===== src/rtl/hc595_chain_driver.sv =====
// Serialises a W = 8*N_CHIPS word MSB-first onto a cascaded 74HC595 chain, then latches it.
// Optional shift-register clear request is built in when HC595_DRV_CLEAR_EN is defined.
module hc595_chain_driver #(
    parameter int N_CHIPS = 1,
    parameter int CLK_DIV = 2
) (
    input  logic                   clk,
    input  logic                   rst,
    input  logic [8*N_CHIPS-1:0]   din,
    input  logic                   valid,
    output logic                   ready,
    input  logic                   clr_req,
    input  logic                   oe_en,
    output logic                   done,
    output logic                   SER,
    output logic                   SRCLK,
    output logic                   RCLK,
    output logic                   SRCLR_n,
    output logic                   OE_n
);

    localparam int W  = 8 * N_CHIPS;
    localparam int DW = $clog2(CLK_DIV + 1);
    localparam int CW = $clog2(W);

    localparam logic [DW-1:0] DIV_LAST = DW'(CLK_DIV - 1);
    localparam logic [CW-1:0] CNT_TOP  = CW'(W - 1);

    typedef enum logic [2:0] {
        IDLE,
        SHIFT_LO,
        SHIFT_HI,
        LATCH_LO,
        LATCH_HI,
        CLEAR
    } state_t;

    state_t          state;
    logic [W-1:0]    shadow;
    logic [CW-1:0]   cnt;
    logic [CW-1:0]   cnt_nx;
    logic [DW-1:0]   div;
    logic            div_end;

    always_comb begin
        cnt_nx  = cnt - CW'(1);
        div_end = (div == '0);
    end

`ifdef HC595_DRV_CLEAR_EN
    assign ready = (state == IDLE) && !clr_req;
`else
    logic unused_clr_req;
    assign unused_clr_req = clr_req;
    assign ready = (state == IDLE);
`endif

    always_ff @(posedge clk or posedge rst) begin
        if (rst) begin
            state   <= IDLE;
            shadow  <= '0;
            cnt     <= '0;
            div     <= '0;
            SER     <= 1'b0;
            SRCLK   <= 1'b0;
            RCLK    <= 1'b0;
            SRCLR_n <= 1'b0;
            OE_n    <= 1'b1;
            done    <= 1'b0;
        end else begin
            OE_n    <= ~oe_en;
            done    <= 1'b0;
            SRCLR_n <= 1'b1;

            case (state)
                IDLE: begin
`ifdef HC595_DRV_CLEAR_EN
                    if (clr_req) begin
                        SRCLR_n <= 1'b0;
                        div     <= DIV_LAST;
                        state   <= CLEAR;
                    end else
`endif
                    if (valid) begin
                        shadow <= din;
                        cnt    <= CNT_TOP;
                        div    <= DIV_LAST;
                        SER    <= din[W-1];
                        SRCLK  <= 1'b0;
                        state  <= SHIFT_LO;
                    end
                end

                SHIFT_LO: begin
                    if (div_end) begin
                        div   <= DIV_LAST;
                        SRCLK <= 1'b1;
                        state <= SHIFT_HI;
                    end else begin
                        div <= div - DW'(1);
                    end
                end

                SHIFT_HI: begin
                    if (div_end) begin
                        div   <= DIV_LAST;
                        SRCLK <= 1'b0;
                        if (cnt == '0) begin
                            state <= LATCH_LO;
                        end else begin
                            // next data bit is set up together with the falling SRCLK
                            cnt   <= cnt_nx;
                            SER   <= shadow[cnt_nx];
                            state <= SHIFT_LO;
                        end
                    end else begin
                        div <= div - DW'(1);
                    end
                end

                LATCH_LO: begin
                    if (div_end) begin
                        div   <= DIV_LAST;
                        RCLK  <= 1'b1;
                        state <= LATCH_HI;
                    end else begin
                        div <= div - DW'(1);
                    end
                end

                LATCH_HI: begin
                    if (div_end) begin
                        RCLK  <= 1'b0;
                        SER   <= 1'b0;
                        done  <= 1'b1;
                        state <= IDLE;
                    end else begin
                        div <= div - DW'(1);
                    end
                end

                CLEAR: begin
                    if (div_end) begin
                        state <= IDLE;
                    end else begin
                        SRCLR_n <= 1'b0;
                        div     <= div - DW'(1);
                    end
                end

                default: state <= IDLE;
            endcase
        end
    end

endmodule

===== config.mk =====
export PLATFORM = sky130hd
export DESIGN_NAME = hc595_chain_driver
export DESIGN_NICKNAME = d
export VERILOG_FILES = /design/src/rtl/hc595_chain_driver.sv
export SDC_FILE = /design/constraint.sdc
export NUM_CORES = 1
export LEC_CHECK = 0
export ABC_AREA = 1
export CAP_MARGIN = 20
export CORE_ASPECT_RATIO = 1.25
export CORE_MARGIN = 10
export CORE_UTILIZATION = 39
export CTS_CLUSTER_SIZE = 12
export DETAILED_ROUTE_END_ITERATION = 8
export SYNTH_ARGS = -nofsm -noshare
export SYNTH_HDL_FRONTEND = slang
export SYNTH_SLANG_ARGS = --single-unit

===== constraint.sdc =====
create_clock -name clk -period 1.2 [get_ports clk]
set_input_delay 0.18 -clock clk [delete_from_list [all_inputs] [get_ports clk]]
set_output_delay 0.18 -clock clk [all_outputs]
set_load 0.02 [all_outputs]

Word-level counts from Yosys, hierarchy flattened

Cells that the tools add are included.

Word-level logic and storage cells: 73
Bits in read-only memories: 0
Memories kept: 0
Latch bits: 0
Bits in registers: 22
Memory bits (writable): 0

Equality and inequality tests: 13
Div/mod/pow operators: 0
Magnitude comparators: 1
Multiplexer cells: 29
Multipliers: 0
$add $sub $neg: 2
Reductions and logical operators: 17
Shift operators: 0
Bitwise operators: 1

Operator list:

| operator            | number |
|---|---|
| $mux 3              | 8 |
| $pmux 3 s5          | 1 |
| $ne 2x2->1 const B  | 7 |
| $mux 1              | 10 |
| $reduce_and 5->1    | 2 |
| $reduce_bool 3->1   | 3 |
| $mux 2              | 4 |
| $reduce_and 4->1    | 2 |
| $eq 3x2->1 const B  | 2 |
| $eq 3x3->1 const B  | 2 |
| $logic_not 3->1     | 2 |
| $pmux 1 s3          | 2 |
| $pmux 2 s3          | 1 |
| $pmux 3 s2          | 1 |
| $reduce_and 3->1    | 2 |
| $lt 3x4->1 const B  | 1 |
| $reduce_bool 2->1   | 2 |
| $bmux 1 s3          | 1 |
| $eq 3x1->1 const B  | 1 |
| $reduce_or 3->1     | 1 |
| $sub 3x1->3 const B | 1 |
| $logic_not 2->1     | 1 |
| $ne 2x1->1 const B  | 1 |
| $pmux 1 s2          | 1 |
| other kinds (4)     | 4 |

Longest topological paths before layout

Depth after elaboration: 6
Mapped depth: 9
Mapped depth without buffers: 9

Least setup slack after synthesis

Ideal clock, no wire load.

Path kind: flip-flop to flip-flop
Start: register cnt[0]
End: register cnt[0]
Slack: -185 ps
Stages on the path, launching flop included: 9
Clock period less this slack: 1385 ps
Arrival time: 1259 ps
Data required time: 1074 ps
Setup time: 126 ps
Cells stage by stage: dfrtp_1 -> inv_1 -> ha_1 -> inv_1 -> nor2_1 -> a21oi_1 -> nand3_2 -> o21ai_1 -> o21ai_1

Word-level cells in the longest chain between the ends: 4
Elaborated cells on any way between the ends: 7

Ends and longest elaborated chain:

| what                     | line | RTL |
|---|---|---|
| start: declaration       | 40   | `logic [CW-1:0] cnt;` |
| start signal: assignment | 112  | `cnt <= cnt_nx;` |
| $sub 3x1->3              | 46   | `cnt_nx = cnt - CW'(1);` |
| $mux 3                   | 108  | `if (cnt == '0) begin` |
| $mux 3                   | 105  | `if (div_end) begin` |
| $pmux 3 s2               | 75   | `case (state)` |

Several ways; a longest one is shown, not always the timed one. The select of a mux whose other input is x is not followed.
A chain may end at the register's enable or synchronous reset.

Worst setup path in the final report

Start: register state[2]
End: output ready

Word-level cells in the longest chain between the ends: 1

Ends and longest elaborated chain:

| what                     | line | RTL |
|---|---|---|
| start: declaration       | 38   | `state_t state;` |
| start signal: assignment | 60   | `state <= IDLE;` |
| start signal: assignment | 90   | `state <= SHIFT_LO;` |
| start signal: assignment | 98   | `state <= SHIFT_HI;` |
| $logic_not 3->1          | 55   | `assign ready = (state == IDLE);` |
| end: declaration         | 11   | `output logic ready,` |

Every way passes these cells.

==> impl_metrics.py <==
metrics = {
    "final_layout": {
        "antennaDiodeCount": 0,
        "finalNonFillerCells": 239,
        "final_nets": 221,
        "syn_to_final_growth_pct": 63.0,
        "drive_gt1_share_pct": 51.7,
        "final_util_pct": 67.0,
    },
    "synth": {
        "synth_flop_cell": "dfrtp_1",
        "synth_largest_area_cell": "dfrtp_1",
        "synth_cell_type_count": 25,
        "synthArstFlopShare_pct": 100,
        "synth_commonest_cells": "inv_1, dfrtp_1, nor2_1",
        "yosys_warnings": 0,
        "seq_area_frac_synth_pct": 45.2,
        "ys_ff_latch": 22,
        "synthCells": 147,
        "synth_top_area_share_pct": 43.0,
        "syn_nets": 164,
        "synth_area_sq_mm": 0.00122,
        "yosysMostFrequentCell": "inv_1",
        "synth_edf_count": 0,
        "synth.area.top_cells": "dfrtp_1, inv_1, nor2_1",
        "syn_avg_cell_area_sq_um": 8.31,
    },
    "worst_setup_path": {
        "end_kind": "output pin",
        "crit_type": "flip-flop to output pin",
        "cp.arrival_ps": 1230,
        "ff2ff_setup_slack_ps": -200,
        "rr_endpoint": "state[1]$_DFFE_PP0P_",
        "crit_top_cell": "buf_6",
        "r2r-start": "state[2]$_DFFE_PP0P_",
        "crit_buf_inv": 3,
        "crit_chain": "inv_2 > nand2_4 > buf_6 > nor2_4 > buf_6",
        "crit_cells": 5,
        "crit_slowest_cell": "dfrtp_1",
        "start_kind": "flip-flop",
        "slowest_delay_ps": 420,
        "path_max_fanout": 2,
        "reg2regPathDepth": 10,
        "crit_family": "flip-flops",
        "cp_data_required_time_ps": 1020,
    },
    "power": {
        "power_density_mw_per_mm2": 2980,
        "p_leak_nw": 0.918,
        "ir_drop_v": 0.00210,
    },
    "detailed_routing": {
        "ant_nets": 0,
        "vias_per_cell": 4.88,
        "wl_per_cell_um": 13.7,
        "drt_iter0_drc": 52,
        "drc": 0,
        "vias": 1167,
        "wl_um": 3270,
        "drt_first_pass_iters": 4,
    },
    "global_route": {
        "grt_max_degree": 19,
        "grt_antenna_before_repair": 0,
        "overflow": 0,
        "grt_usage_pct": 10.9,
        "grt_pass1_vias": 1181,
        "grt_pass1_wl_um": 5220,
    },
    "clocking": {
        "cts_sinks": 22,
        "root_buffer": "clkbuf_4",
        "ctsHoldBuffers": 0,
        "cts_made_buffers": 3,
        "clk_pin_slew_ps": 130,
        "htreeDepth": 1,
        "clk_path_buf_depth": 2,
        "clk_latency_ps": 320,
        "cts_tree": "done",
    },
    "timing": {
        "finalSetupViolations": 18,
        "slew_headroom_pct": 73.7,
        "hold_violations": 0,
        "worstMarginPinSlew_ps": 391,
        "hold_ws_ps": 45.8,
        "period_share_pct": 117,
        "report.final.slew_viol_count": 0,
        "fmax_ghz": 0.710,
        "rsz0062_at_grt": "true",
        "fin_ws_ps": -208,
        "fin_skew_ps": 5.26,
        "fin_crit_ps": 1410,
    },
    "floorplanning": {
        "die_x_um": 70.1,
        "coreArea_sq_mm": 0.00297,
        "io_pins": 20,
        "rows": 22,
        "die-area_sq_mm": 0.00578,
        "die_h_um": 82.6,
        "initial_utilization_pct": 41.1,
    },
    "placement": {
        "io_buffers": 18,
        "post-place-ws_ps": -185,
        "dp_cells": 225,
        "dp_hpwl_um": 2270,
        "globalplace.congestion": 0.843,
    },
    "run": {
        "timing.max_cap.violations": 0,
    },
    "worst_hold_path": {
        "hold_path_class": "primary input to asynchronous set/reset pin",
    },
    "run_status": {
        "violations": "negative setup slack",
        "status": "finished, violations left",
    },
}
[flip-flops by register name, indices dropped and copies added, names as in the netlist]
register and count:
SRCLK 1, shadow 8, done 1, SER 1
div 2, OE_n 1, state 3, cnt 3
SRCLR_n 1, RCLK 1
[per-layer routing]
metal  vias up  GRT usage [%]  part of all wire (%)
met4         0           4.15                   2.0
met5         -              0                     0
met1       558           11.1                    39
met2        18           21.3                    56
met3        10           2.27                   3.1
li1        581              -                     -
[timing repair]
item	4_1_cts	5_1_grt
pin swaps	9	14
setup buffers	5	5
cloned	0	1
setup endpoints to repair	19	26
resized for setup	40	42
[report_power, final]
group	switching (mW)	internal (mW)	total, mW
logic	2.20	1.92	4.12
registers	0.180	1.05	1.23
clock network	0.248	0.338	0.586
total	2.62	3.31	5.93
[worst reg2reg max path, delay by kind of cell (launching register included)]
| kind | cells | cell delay, ps |
|---|---|---|
| flip-flops | 1 | 420 |
| AND/OR/NAND/NOR | 5 | 350 |
| AO/OA/AOI/OAI | 1 | 100 |
| buffers and inverters | 4 | 460 |
[worst max path at each step]
stage,from,to,slack [ps]
finish,state[2]$_DFFE_PP0P_,ready,-210
floorplan,cnt[0]$_DFFE_PP0P_,cnt[0]$_DFFE_PP0P_,-160
global placement,state[0]$_DFFE_PP0P_,ready,-170
global route,cnt[1]$_DFFE_PP0P_,SER$_DFFE_PP0P_,-260
CTS,state[0]$_DFFE_PP0P_,SER$_DFFE_PP0P_,-190
detailed placement,state[0]$_DFFE_PP0P_,ready,-180
[metrics by stage]
| stage | power [mW] | instance area (sq um) | TNS, ps |
|---|---|---|---|
| 2_1_floorplan | 3.24 | 1260 | -924 |
| 3_3_place_gp | 4.31 | 1680 | -841 |
| 3_5_place_dp | 4.38 | 1680 | -1230 |
| 4_1_cts | 5.28 | 1820 | -1110 |
| 5_1_grt | 6.42 | 1990 | -3840 |
| 6_report | 5.93 | 1990 | -2780 |
[layout make-up]
| class | count | area, sq um |
|---|---|---|
| Sequential cell | 22 | 552 |
| Fill cell | 238 | 982 |
| Tap cell | 36 | 45.0 |
| Multi-Input combinational cell | 97 | 768 |
| Clock buffer | 3 | 22.5 |
| Clock inverter | 1 | 30.0 |
| Timing Repair Buffer | 52 | 460 |
| Inverter | 28 | 113 |
[cell usage in the layout, fill, tap and decap left out]
| cell type | n |
|---|---|
| a21oi_1 | 3 |
| a21oi_2 | 9 |
| a31oi_1 | 1 |
| buf_12 | 2 |
| buf_2 | 1 |
| buf_4 | 26 |
| buf_6 | 8 |
| bufinv_16 | 1 |
| clkbuf_2 | 4 |
| clkbuf_4 | 3 |
| clkdlybuf4s50_1 | 11 |
| dfrtp_1 | 21 |
| dfstp_2 | 1 |
| ha_1 | 2 |
| ha_4 | 2 |
| inv_1 | 17 |
| inv_2 | 10 |
| inv_8 | 1 |
| nand2_1 | 11 |
| nand2_2 | 8 |
| nand2_4 | 5 |
| nand2_8 | 3 |
| nand3_1 | 8 |
| nand3_2 | 1 |
| nand3_4 | 1 |
| nand4_1 | 2 |
| nor2_1 | 7 |
| nor2_2 | 3 |
| nor2_4 | 12 |
| nor3_1 | 1 |
| nor3_2 | 1 |
| o21ai_0 | 1 |
| o21ai_1 | 10 |
| o21ai_2 | 2 |
| o22ai_2 | 1 |
| o31ai_1 | 1 |
| xnor2_1 | 1 |
| xor2_1 | 1 |
[cell families (layout without fill, tap and decap cells)]
logic type / Yosys count / after routing / synth area share (%)
AO/OA/AOI/OAI: 28 / 28 / 14.3
XOR/XNOR: 2 / 2 / 1.43
adder cells (fa/ha/maj): 4 / 4 / 4.10
buffers and inverters: 29 / 84 / 9.73
flip-flops: 22 / 22 / 45.2
AND/OR/NAND/NOR: 62 / 63 / 25.2
Note: power is estimated with default switching activity, not from simulation.
